===== src/rtl/systolic_ctrl.sv =====
// rtl/systolic_ctrl.sv - tile sequencer for the NxN systolic MAC array (clear, skewed feed, drain, row writeback)
module systolic_ctrl #(
    parameter int  N   = 4,
    parameter int  K_W = 8,
    localparam int R_W = $clog2(N)
) (
    input  logic           clk,
    input  logic           reset_n,     // async, active low
    input  logic           start,       // begin a tile, honoured only in IDLE
    input  logic [K_W-1:0] k_len,       // reduction steps for the tile
    output logic           busy,
    output logic           err,         // start with k_len == 0
    output logic           mac_clear,
    output logic           rd_en,
    output logic [K_W-1:0] rd_addr,
    output logic [N-1:0]   feed_valid,  // per-row skewed operand valid
    input  logic [N-1:0]   mac_done,    // per-row completion pulses
    output logic           out_valid,
    input  logic           out_ready,
    output logic [R_W-1:0] out_row,
    output logic           done
);

    typedef enum logic [2:0] {
        S_IDLE,
        S_CLEAR,
        S_FEED,
        S_DRAIN,
        S_WRITE,
        S_DONE
    } state_t;

    state_t         state_q, state_d;
    logic [K_W-1:0] k_q, k_d;
    logic [K_W-1:0] rd_addr_q, rd_addr_d;
    logic [R_W-1:0] out_row_q, out_row_d;
    logic [N-1:0]   done_seen_q, done_seen_d;
    logic [N-1:0]   feed_valid_q, feed_valid_d;
    logic           busy_q, busy_d;
    logic           err_q, err_d;
    logic           mac_clear_q, mac_clear_d;
    logic           rd_en_q, rd_en_d;
    logic           out_valid_q, out_valid_d;
    logic           done_q, done_d;
    logic [N-1:0]   seen_now;

    always_comb begin
        state_d     = state_q;
        k_d         = k_q;
        err_d       = 1'b0;
        done_seen_d = done_seen_q;
        // rows completing this very cycle count toward the drain exit
        seen_now    = done_seen_q | mac_done;

        case (state_q)
            S_IDLE: begin
                if (start) begin
                    if (k_len == '0) begin
                        err_d = 1'b1;
                    end else begin
                        k_d     = k_len;
                        state_d = S_CLEAR;
                    end
                end
            end
            S_CLEAR: begin
                done_seen_d = '0;
                state_d     = S_FEED;
            end
            S_FEED: begin
                done_seen_d = seen_now;
                if (rd_addr_q == k_q - K_W'(1)) begin
                    state_d = S_DRAIN;
                end
            end
            S_DRAIN: begin
                done_seen_d = seen_now;
                if (&seen_now) begin
                    state_d = S_WRITE;
                end
            end
            S_WRITE: begin
                if (out_ready && out_row_q == R_W'(N - 1)) begin
                    state_d = S_DONE;
                end
            end
            S_DONE: begin
                state_d = S_IDLE;
            end
            default: begin
                state_d = S_IDLE;
            end
        endcase

        // outputs are registered copies decoded from the next state
        busy_d      = (state_d != S_IDLE);
        mac_clear_d = (state_d == S_CLEAR);
        rd_en_d     = (state_d == S_FEED);
        out_valid_d = (state_d == S_WRITE);
        done_d      = (state_d == S_DONE);

        // rd_addr doubles as the step counter; it restarts on entry to FEED
        rd_addr_d = rd_addr_q;
        if (state_d == S_FEED) begin
            rd_addr_d = (state_q == S_FEED) ? rd_addr_q + K_W'(1) : '0;
        end

        out_row_d = '0;
        if (state_d == S_WRITE && state_q == S_WRITE) begin
            out_row_d = out_ready ? out_row_q + R_W'(1) : out_row_q;
        end

        // rd_en_q is low outside FEED, so zeros follow the last step down the chain
        feed_valid_d = {feed_valid_q[N-2:0], rd_en_q};
    end

    always_ff @(posedge clk or negedge reset_n) begin
        if (!reset_n) begin
            state_q      <= S_IDLE;
            k_q          <= '0;
            rd_addr_q    <= '0;
            out_row_q    <= '0;
            done_seen_q  <= '0;
            feed_valid_q <= '0;
            busy_q       <= 1'b0;
            err_q        <= 1'b0;
            mac_clear_q  <= 1'b0;
            rd_en_q      <= 1'b0;
            out_valid_q  <= 1'b0;
            done_q       <= 1'b0;
        end else begin
            state_q      <= state_d;
            k_q          <= k_d;
            rd_addr_q    <= rd_addr_d;
            out_row_q    <= out_row_d;
            done_seen_q  <= done_seen_d;
            feed_valid_q <= feed_valid_d;
            busy_q       <= busy_d;
            err_q        <= err_d;
            mac_clear_q  <= mac_clear_d;
            rd_en_q      <= rd_en_d;
            out_valid_q  <= out_valid_d;
            done_q       <= done_d;
        end
    end

    assign busy       = busy_q;
    assign err        = err_q;
    assign mac_clear  = mac_clear_q;
    assign rd_en      = rd_en_q;
    assign rd_addr    = rd_addr_q;
    assign feed_valid = feed_valid_q;
    assign out_valid  = out_valid_q;
    assign out_row    = out_row_q;
    assign done       = done_q;

endmodule


===== config.mk =====
export PLATFORM = sky130hd
export DESIGN_NAME = systolic_ctrl
export DESIGN_NICKNAME = d
export VERILOG_FILES = /design/src/rtl/systolic_ctrl.sv
export SDC_FILE = /design/constraint.sdc
export NUM_CORES = 1
export LEC_CHECK = 0
export CAP_MARGIN = 0
export CORE_UTILIZATION = 30
export DETAILED_ROUTE_END_ITERATION = 7
export DONT_BUFFER_PORTS = 1
export GPL_ROUTABILITY_DRIVEN = 0
export PLACE_DENSITY_LB_ADDON = 0.2
export SYNTH_ARGS = -nofsm -noshare
export SYNTH_HDL_FRONTEND = slang
export SYNTH_SLANG_ARGS = --single-unit

===== constraint.sdc =====
create_clock -name clk -period 6.1 [get_ports clk]
set_input_delay 0.61 -clock clk [delete_from_list [all_inputs] [get_ports clk]]
set_output_delay 0.61 -clock clk [all_outputs]
set_load 0.02 [all_outputs]

# --- After elaboration in Yosys (flattened, before gate mapping) ---
# Index checks and enable logic that the tools add are counted.
classes:
  addsub: 3
  n_eq_ne: 11
  mux: 13
  bitwise_logic: 2
  n_reduce_logical: 9
ops:
  columns: ["operator", "count"]
  rows:
  - ["$mux 3", 5]
  - ["$pmux 3 s5", 1]
  - ["$eq 3x2->1 const B", 3]
  - ["$eq 3x3->1 const B", 3]
  - ["$add 8x1->8 const B", 1]
  - ["$eq 8x8->1", 1]
  - ["$logic_not 8->1", 1]
  - ["$mux 8", 1]
  - ["$pmux 4 s2", 1]
  - ["$sub 8x1->8 const B", 1]
  - ["$eq 3x1->1 const B", 2]
  - ["$mux 2", 2]
  - ["$or 4x4->4", 1]
  - ["$reduce_and 4->1", 1]
  - ["$logic_not 3->1", 1]
  - ["$mux 1", 3]
  - ["$reduce_and 3->1", 1]
  - ["$reduce_bool 3->1", 1]
  - ["$add 2x1->2 const B", 1]
  - ["$eq 2x2->1 const B", 1]
  - ["$logic_and 1x1->1", 2]
  - ["$ne 2x2->1 const B", 1]
  - ["$reduce_bool 2->1", 1]
  - ["$reduce_or 2->1", 1]
  - ["$not 1->1", 1]
word_totals:
  register_bits: 35
  inputBits: 16
  output_inout_bits: 20

# --- Depth between registers and ports, before layout ---
# Gate-level depths: netlist of the first run.
logic_depth:
  depth_word: 7
  mapped_depth: 10

# --- Worst setup path before layout of the first run ---
# Ideal clock, no wire load.
synth_timing:
  kind: "flip-flop to flip-flop"
  startpoint: "register k_q[0]"
  endpoint: "register rd_addr_q[5] (netlist: rd_addr[5])"
  t_arrival_ns: 2.024
  t_required_ns: 6.022
  slack_ns: 3.998
  path_stages_with_launch: 10
  path_buffers: 1
  synth_period_minus_slack_ns: 2.102
  path_cell_list: "dfrtp_1 inv_1 ha_1 clkbuf_2 xnor2_1 and4_1 a41oi_1 a211oi_2 or4_1 a21oi_1"
synth_between:
  elab_chain_len: 5
synth_rtl:
  columns: ["item", "line_no", "rtl"]
  rows:
  - ["start: declaration", "34", "logic [K_W-1:0] k_q, k_d;"]
  - ["start signal: assignment", "133", "k_q <= k_d;"]
  - ["$sub 8x1->8", "72", "if (rd_addr_q == k_q - K_W'(1)) begin"]
  - ["$eq 8x8->1", "72", null]
  - ["$mux 3", "72", null]
  - ["$pmux 3 s5", "55", "case (state_q)"]
  - ["$eq 3x2->1", "104", "if (state_d == S_FEED) begin"]
  - ["end signal: assignment", "134", "rd_addr_q <= rd_addr_d;"]
  - ["end: declaration", "35", "logic [K_W-1:0] rd_addr_q, rd_addr_d;"]
# Every way passes these cells.
# A chain may end at the register's enable or synchronous reset.

# --- Worst setup path in the final report of the first run ---
layout_timing:
  startpoint: "register k_q[0]"
  endpoint: "register rd_addr_q[0] (netlist: rd_addr[0])"
layout_between:
  elab_chain_len: 5
layout_rtl:
  columns: ["item", "line_no", "rtl"]
  rows:
  - ["$sub 8x1->8", "72", null]
  - ["$eq 8x8->1", "72", null]
  - ["$mux 3", "72", null]
  - ["$pmux 3 s5", "55", null]
  - ["$eq 3x2->1", null, null]
  - ["net rd_en_d", "42", "logic rd_en_q, rd_en_d;"]
# The timed path passes the listed nets, and every way through them passes these cells.

==> impl_metrics.toml, run 1 <==
[pwr]
p_per_area_nw_per_um2 = 510
p_sw_uw = 411
comb_power_share_pct = 32.0
ir_drop_mv = 0.236
clockPowerShare_pct = 21.5
p_leak_uw = 0.000837
internal_power_uw = 600
seqPwrFrac_pct = 46.5
netSwitchingFraction_pct = 40.6

[clocking]
cts_max_level = 2
cts_setup_buffers = 0
clock_path_buffers = 2
clkTransAtPathRegs_ps = 80
clock_sinks = 35
cts_tree = "done"
clk_latency_ps = 290
root_buffer = "clkbuf_8"
numCtsBuffers = 5

[timing]
fin_crit_ps = 2600
finClkSkew_ps = 10.2
setup_viol = 0
fin_crit_sh_pct = 42.7
slew_headroom_pct = 36.5
fmax_mhz = 384
finalSetupTns_ps = 0
finalMaxSlewViolations = 0
hold_viol = 0
rsz0062_at_grt = "false"
worst_slew_pin_slew_ps = 952

[logic_synthesis]
synth_fa_ha_area_share_pct = 2.12
syn_area_um2 = 1770
yosys.area_share.simple_pct = 22.3
synth_edf_count = 0
synth_top_area_cell = "dfrtp_1"
yosysMostFrequentCell = "dfrtp_1"
async_reset_ff_share_pct = 100
ys_seq_area_share_pct = 49.5
synth_flop_cell = "dfrtp_1"
synth.area.top_cells = "dfrtp_1 (50%), a21oi_1 (5.7%), mux2_2 (3.2%)"
synth.net_count = 197
synthMuxAreaShare_pct = 4.46
syn_avg_cell_area_um2 = 9.93
synthCells = 178
yosys.cell_types.count = 43
synthXorXnorAreaFrac_pct = 4.46
synth-compound-area-share_pct = 13.9
netlist.area_leader.share_pct = 49.5
yosys_warnings = 0
synth_top_family_by_area = "simple AND/OR/NAND/NOR gates"
synth_commonest_cells = "dfrtp_1 (35), a21oi_1 (20), nand2_1 (14), nor2_1 (13), o21ai_0 (9)"
ys_ff_latch = 35

[placed_design]
hpwlAfterDp_um = 2940
numPortBuffers = 0

[detailed_routing]
totalWireLength_um = 4040
drt_iter0_markers = 59
ant_nets = 0
wl_per_cell_um = 15.8
viasPerCell = 5.20
drc = 0
num_vias = 1326
first_pass_iters = 4

[outcome]
status = "completed"

[die]
fp.dieArea_um2 = 6200
die_w_um = 78.8
core_area_um2 = 5610
io_pins = 36
start_util_pct = 31.5
die_y_um = 78.8
core.rowCount = 27

[final_layout]
drive_gt1_share_pct = 10.9
fin_nets = 201
area_growth_pct = 12.0
diodes = 0
post-route-util_pct = 35.3

[global_route]
grt_usage_pct = 14.0
grt_pass1_vias = 1346
grt_pass1_wl_um = 6600
antenna_found_initial = 0
overflow = 0
grt_max_degree = 36

[critical_path]
cp.required_ps = 6260
end_kind = "flip-flop"
critPathLaunchType = "flip-flop"
cp_max_fo = 14
max_stage_delay_ps = 580
cpMaxStageDelayCell = "a211oi_2"
critPathKind = "flip-flop to flip-flop"
worstPathCellList = "inv_1 > ha_1 > nand2b_1 > o211a_1 > o31a_1 > a211oi_2 > nor3_2 > mux2_1"
critical_path_arrival_ps = 2760

[flow_run]
max_cap_viol_count = 0

[min_path]
hp-class = "input pin to asynchronous set/reset pin"
-- worst paths after layout --
path | startpoint | slack (ps) | endpoint | cells after the start
worst max-delay path | k_q[0]$_DFFE_PN0P_ | 3500 | rd_addr[0]$_DFFE_PN0P_ | 8
worst min-delay path | reset_n | 140 | k_q[5]$_DFFE_PN0P_ | 1
worst min register to register | feed_valid[1]$_DFF_PN0_ | 520 | feed_valid[2]$_DFF_PN0_ | 0
worst max register to register | k_q[0]$_DFFE_PN0P_ | 3500 | rd_addr[0]$_DFFE_PN0P_ | 8
min in group clk | k_len[3] | 440 | k_q[3]$_DFFE_PN0P_ | 2
max in group asynchronous | reset_n | 5090 | rd_addr[3]$_DFFE_PN0P_ | 1
-- layout by cell type, fill, tap and decap left out, types with 3 or more instances in the layout --
cell type	n
clkbuf_8	6
xor2_1	4
or4_1	3
o21ai_0	9
dfrtp_1	35
or3_1	6
xnor2_1	5
and3_1	5
inv_1	8
mux2_2	5
nand2b_1	6
a21oi_1	20
nor2_1	13
nand2_1	14
nand3_1	3
nor3_1	5
ha_1	3
-- cells by family (layout without fill, tap and decap cells) --
logic type,count (synthesis),count (layout)
and+or+nand+nor,69,69
AOI/OAI and AO/OA,42,42
DFF,35,35
buffers and inverters,13,18
adders and majority gates,3,3
xor gates and xnor gates,9,9
muxes,7,7
-- power groups by stage --
stage	combinational (uW)	sequential (uW)	clock [uW]
after floorplan	277	437	0
after global placement	308	476	0
after detailed placement	319	477	0
after CTS	320	473	224
after global routing	368	487	236
final	323	470	217
-- critical path: cells and delay by family (launching register included) --
kind / cells / cell delay (ps)
AO/OA/AOI/OAI: 3 / 960
flip-flops: 1 / 440
AND/OR/NAND/NOR: 2 / 350
multiplexers: 1 / 350
adder cells (fa/ha/maj): 1 / 300
buffers and inverters: 1 / 80
-- sequential cells by signal, indices dropped and copies added (netlist names) --
signal / count
rd_addr: 8
busy: 1
k_q: 8
done: 1
out_valid: 1
mac_clear: 1
done_seen_q: 4
feed_valid: 4
state_q: 3
out_row: 2
rd_en: 1
err: 1
-- area by class of cell --
type / instances / area (um2)
clock buffers: 6 / 82.6
multi-input cells: 130 / 836
inverters: 8 / 30.0
fillers: 605 / 3630
repair buffers: 2 / 30.0
clock inverters: 2 / 35.0
flip-flops and latches: 35 / 876
well taps: 72 / 90.1
-- what timing repair did --
action,in CTS,in global routing
hold endpoints to repair,0,27
gates resized for setup,0,0
hold buffers,0,2
-- metrics by stage --
step / power (uW) / cells / setup WS (ps) / cell area [um2] / hold slack (ps)
floorplan: 714 / 178 / 4000 / 1770 / 314
detailed placement: 796 / 245 / 3490 / 1830 / 316
global route: 1090 / 255 / 3260 / 1980 / 129
CTS: 1020 / 253 / 3470 / 1950 / 1.53
global placement: 784 / 245 / 3540 / 1830 / 316
finish: 1010 / 255 / 3500 / 1980 / 135
-- layer usage --
layer  GRT usage, %  part of all wire (%)  vias up
met4           4.44                   1.1        0
met5              0                     0        -
met2           23.7                    52       24
li1               -                     -      640
met1           16.5                    42      657
met3           4.71                   4.8        5
Note: power is estimated with default switching activity, not from simulation.
==> run 2, diff against run 1 <==
- ABC_AREA: not set -> 1
- clock period: 6.1 -> 2.2 ns (I/O delays scaled with it)
==> impl_metrics.toml, run 2 <==
[detailed_routing]
totalWireLength_um = 3960
num_vias = 1429
ant_nets = 0
viasPerCell = 4.57
drt_iter0_markers = 54
drc = 0
first_pass_iters = 4
wl_per_cell_um = 12.7

[logic_synthesis]
syn_area_um2 = 1900
ys_ff_latch = 35
synth.net_count = 248
synth_flop_cell = "dfrtp_1"
synth_edf_count = 0
synth.area.top_cells = "dfrtp_1 (46%), nand2_1 (12%), nor2_1 (5.3%)"
yosys.cell_types.count = 29
yosysMostFrequentCell = "nand2_1"
yosys_warnings = 0
syn_avg_cell_area_um2 = 8.28
synth_commonest_cells = "nand2_1 (63), dfrtp_1 (35), nor2_1 (27), inv_1 (25), nand3_1 (13)"
synth_top_area_cell = "dfrtp_1"
netlist.area_leader.share_pct = 46.2
ys_seq_area_share_pct = 46.2
synthCells = 229
async_reset_ff_share_pct = 100

[final_layout]
multiInputGateArea_um2 = 886
design_area_um2 = 2120
fin_nets = 257
area_growth_pct = 11.6
diodes = 0
ff_latch_area_um2 = 876
filler_cell_count = 619
drive_gt1_share_pct = 16.8
layout_commonest_cell = "nand2_1"
final_cell_mix = "nand2_1 (63), dfrtp_1 (35), nor2_1 (27)"

[timing]
slew_headroom_pct = 70.9
hold_viol = 0
finClkSkew_ps = 8.42
fmax_mhz = 512
finalMaxSlewViolations = 0
worst_slew_pin_slew_ps = 432
setup_viol = 0
fin_crit_ps = 1950
setup_ws_ps = 246
fin_crit_sh_pct = 88.8
rsz0062_at_grt = "false"
finalSetupTns_ps = 0
holdWs_ps = 56.9

[die]
start_util_pct = 31.6
core_area_um2 = 5990
core.rowCount = 28
io_pins = 36
die_y_um = 81.5
die_w_um = 81.5
fp.dieArea_um2 = 6640

[global_route]
grt_max_degree = 36
grt_usage_pct = 13.3
overflow = 0
antenna_found_initial = 0
grt_pass1_vias = 1426
grt_pass1_wl_um = 6570

[clocking]
clock_sinks = 35
clkTransAtPathRegs_ps = 70
clock_path_buffers = 2
cts_tree = "done"
root_buffer = "clkbuf_8"
numCtsBuffers = 5
clk_latency_ps = 280
cts_max_level = 2
cts_setup_buffers = 0

[placed_design]
numPortBuffers = 0
dpl_worst_slack_ps = 262
hpwlAfterDp_um = 3090
placed_area_um2 = 1980

[pwr]
power_uw = 2790
p_per_area_nw_per_um2 = 1320
ir_drop_mv = 0.402
p_leak_uw = 0.000978

[flow_run]
max_cap_viol_count = 0

[critical_path]
critical_path_arrival_ps = 2120
max_stage_delay_ps = 380
cpMaxStageDelayCell = "dfrtp_1"
cpMostUsedCell = "nand2_1"
cp_max_fo = 13
critPathLaunchType = "flip-flop"
critPathKind = "flip-flop to flip-flop"
worstPathCellList = "inv_1 > ha_1 > inv_1 > nand2_1 > nand2_1 > nand3_2 > nor2_2 > nand3_1 > nor2_2 > nand2_2 > nand3_4 > inv_2 > nand2_1 > nand2_1"
end_kind = "flip-flop"
cp.required_ps = 2370

[min_path]
hp-class = "input pin to flip-flop"

[outcome]
status = "completed"
==> run 2: cell count changes in the layout (fill, tap and decap cells not counted), moves of 5 or more <==
cell / delta
a21oi_1: -15
and3_1: -5
inv_1: +17
nand2_1: +49
nand2_2: +6
nand2b_1: -6
nand3_1: +10
nor2_1: +14
nor2_2: +7
or3_1: -6
==> run 2: kinds of logic (layout without fill, tap and decap cells) <==
family,Yosys count,in the layout,share of synthesized area [%]
compound gates,20,20,6.53
mux,2,2,1.19
flops,35,35,46.2
xor+xnor,6,6,2.77
fa+ha+maj,3,3,1.98
buf+inv,30,39,7.06
simple gates,133,133,34.3
==> run 2: where the power goes <==
| part | internal [uW] | leakage, uW | switching (uW) |
|---|---|---|---|
| clock | 331 | 0.0000502 | 229 |
| sequential | 851 | 0.000451 | 293 |
| combinational | 381 | 0.000477 | 703 |
==> run 2: per-layer routing <==
metal  track usage (%)  share of wire, %
met2              21.5                46
met3              4.44               5.5
met5                 0                 0
met1              16.3                47
met4              4.82               1.5
==> run 2: per-stage QoR <==
| stage | cells | util (%) |
|---|---|---|
| finish | 313 | 35.3 |
| CTS | 313 | 35.3 |
| detailed placement | 304 | 33.0 |
| global route | 313 | 35.3 |
| global placement | 304 | 33.0 |
| floorplan | 229 | - |
==> run 2: worst paths after layout <==
| check | from | end | slack, ps | depth (start not counted) |
|---|---|---|---|---|
| min in group asynchronous | reset_n | done_seen_q[2]$_DFFE_PN0P_ | 380 | 2 |
| setup / recovery | k_q[0]$_DFFE_PN0P_ | rd_addr[5]$_DFFE_PN0P_ | 250 | 14 |
| setup reg to reg | k_q[0]$_DFFE_PN0P_ | rd_addr[5]$_DFFE_PN0P_ | 250 | 14 |
| hold reg to reg | feed_valid[2]$_DFF_PN0_ | feed_valid[3]$_DFF_PN0_ | 520 | 0 |
| hold / removal | k_len[7] | k_q[7]$_DFFE_PN0P_ | 60 | 2 |
| max in group asynchronous | reset_n | rd_addr[3]$_DFFE_PN0P_ | 1640 | 2 |
==> run 2: repair_timing <==
item,4_1_cts,5_1_grt
endpoints found under the hold margin,35,0
hold buffers,2,0
gates resized for setup,0,0
==> run 2: cell type report <==
class | instances | share of cell area (%)
tap | 75 | 4.44
clock buffer | 5 | 3.25
clock inverter | 2 | 1.77
multi-input combinational | 164 | 41.9
inverter | 27 | 4.79
timing repair buffer | 5 | 2.48
sequential | 35 | 41.4
==> run 2: worst max-delay path: cells and delay by family (launching register included) <==
| kind | cells | cell delay [ps] |
|---|---|---|
| adders and majority gates | 1 | 280 |
| and+or+nand+nor | 10 | 880 |
| DFF | 1 | 380 |
| buffers and inverters | 3 | 310 |
==> run 3, diff against run 2 <==
- CORE_UTILIZATION: 30 -> 56
==> impl_metrics.toml, run 3 (synthesized netlist as in run 2, its figures left out) <==
[timing]
worst_slew_pin_slew_ps = 407
finalMaxSlewViolations = 0
fin_crit_ps = 1920
fin_crit_sh_pct = 87.2
finalSetupTns_ps = 0
slew_headroom_pct = 72.6
fmax_mhz = 521
holdWs_ps = 16.9
finClkSkew_ps = 7.63
rsz0062_at_grt = "false"
setup_viol = 0
hold_viol = 0

[detailed_routing]
num_vias = 1445
wl_per_cell_um = 12.1
drt_iter0_markers = 92
totalWireLength_um = 3410
first_pass_iters = 4
ant_nets = 0
viasPerCell = 5.12
drc = 0

[critical_path]
critPathLaunchType = "flip-flop"
end_kind = "flip-flop"
cpMaxStageDelayCell = "dfrtp_1"
reg2reg_slack_ps = 280
worstPathCellList = "inv_1 > ha_1 > nand2_1 > nand3_1 > nand2_1 > nor2_2 > nand3_1 > nor2_2 > nand2_2 > nand3_4 > inv_2 > nand2_1 > nand2_1"
cp.required_ps = 2420
cpMostUsedCell = "nand2_1"
max_stage_delay_ps = 390
cp_max_fo = 13
critical_path_arrival_ps = 2140
critPathKind = "flip-flop to flip-flop"

[die]
die_y_um = 60.2
start_util_pct = 60.6
die_w_um = 60.2
fp.dieArea_um2 = 3620
io_pins = 36
core.rowCount = 20
core_area_um2 = 3130

[pwr]
p_sw_uw = 1190
ir_drop_mv = 0.729
clockPowerShare_pct = 14.8
power_uw = 2610
comb_power_share_pct = 41.4
seqPwrFrac_pct = 43.9
p_per_area_nw_per_um2 = 1280
internal_power_uw = 1420
p_leak_uw = 0.000961
netSwitchingFraction_pct = 45.6

[clocking]
clkTransAtPathRegs_ps = 100
cts_tree = "done"
numCtsBuffers = 5
clk_latency_ps = 320
clock_path_buffers = 2
cts_setup_buffers = 0
clock_sinks = 35
cts_max_level = 2
post_cts_resized = 0
root_buffer = "clkbuf_4"

[flow_run]
max_cap_viol_count = 0

[final_layout]
drive_gt1_share_pct = 16.4
layout_commonest_cell = "nand2_1"
post-route-util_pct = 65.0
final_cell_mix = "nand2_1 (63), dfrtp_1 (35), nor2_1 (27)"
fin_nets = 256
fin_cells = 282
area_growth_pct = 7.19
diodes = 0
filler_cell_count = 279

[global_route]
antenna_found_initial = 0
grt_pass1_wl_um = 5700
grt_pass1_vias = 1304
grt_usage_pct = 21.8
overflow = 0
grt_max_degree = 36

[outcome]
status = "completed"

[placed_design]
placedCellCount = 272
numPortBuffers = 0
hpwlAfterDp_um = 2650

[min_path]
hp-class = "input pin to flip-flop"
==> run 3: changes by cell type in the layout (fill, tap and decap cells not counted) <==
cell	delta
bufinv_16	-1
buf_4	-1
clkbuf_8	-3
clkbuf_1	+1
clkinvlp_4	-1
clkbuf_4	+5
==> run 3: critical path, delay by kind of cell (launching register included) <==
family	cells	cell delay (ps)
flops	1	390
buf+inv	2	240
fa+ha+maj	1	300
simple gates	10	870
==> run 3: cell type report <==
class	instances	area (um2)	area share, %
timing repair buffer	4	45.0	2.22
inverter	27	101	4.99
sequential	35	876	43.1
tap	44	55.1	2.71
multi-input combinational	164	886	43.6
clock buffer	8	68.8	3.39
==> run 3: what timing repair did <==
item / CTS / global route
hold buffers: 2 / 0
endpoints found under the setup margin: 0 / 0
hold endpoints to repair: 35 / 0
==> run 3: worst paths after layout <==
kind                                         start                      end  cells past startpoint
setup reg to reg                k_q[0]$_DFFE_PN0P_   rd_addr[7]$_DFFE_PN0P_                     13
min in group asynchronous                  reset_n     state_q[2]$_DFF_PN0_                      2
max in group asynchronous                  reset_n   rd_addr[6]$_DFFE_PN0P_                      2
setup / recovery                k_q[0]$_DFFE_PN0P_   rd_addr[7]$_DFFE_PN0P_                     13
hold reg to reg            feed_valid[1]$_DFF_PN0_  feed_valid[2]$_DFF_PN0_                      0
hold / removal                            k_len[1]       k_q[1]$_DFFE_PN0P_                      2
==> run 3: layer usage <==
metal	up-vias	GRT usage (%)	wire length (um)	part of all wire [%]
li1	743	-	-	-
met1	653	29.5	1670	49
met5	-	0	0	0
met2	42	31.9	1480	43
met3	7	6.49	194	5.7
met4	0	9.97	59	1.7
==> run 3: power groups by stage <==
| stage | registers [uW] | clock network [uW] | logic (uW) |
|---|---|---|---|
| 3_3_place_gp | 1150 | 0 | 1040 |
| 2_1_floorplan | 1100 | 0 | 966 |
| 6_report | 1140 | 385 | 1080 |
| 5_1_grt | 1180 | 435 | 1220 |
| 3_5_place_dp | 1150 | 0 | 1070 |
| 4_1_cts | 1140 | 398 | 1090 |
==> run 3: per-stage QoR <==
stage	setup WS [ps]	cell area (um2)
floorplan	484	1900
global placement	342	1930
detailed placement	286	1930
CTS	271	2030
global route	15.0	2030
finish	282	2030
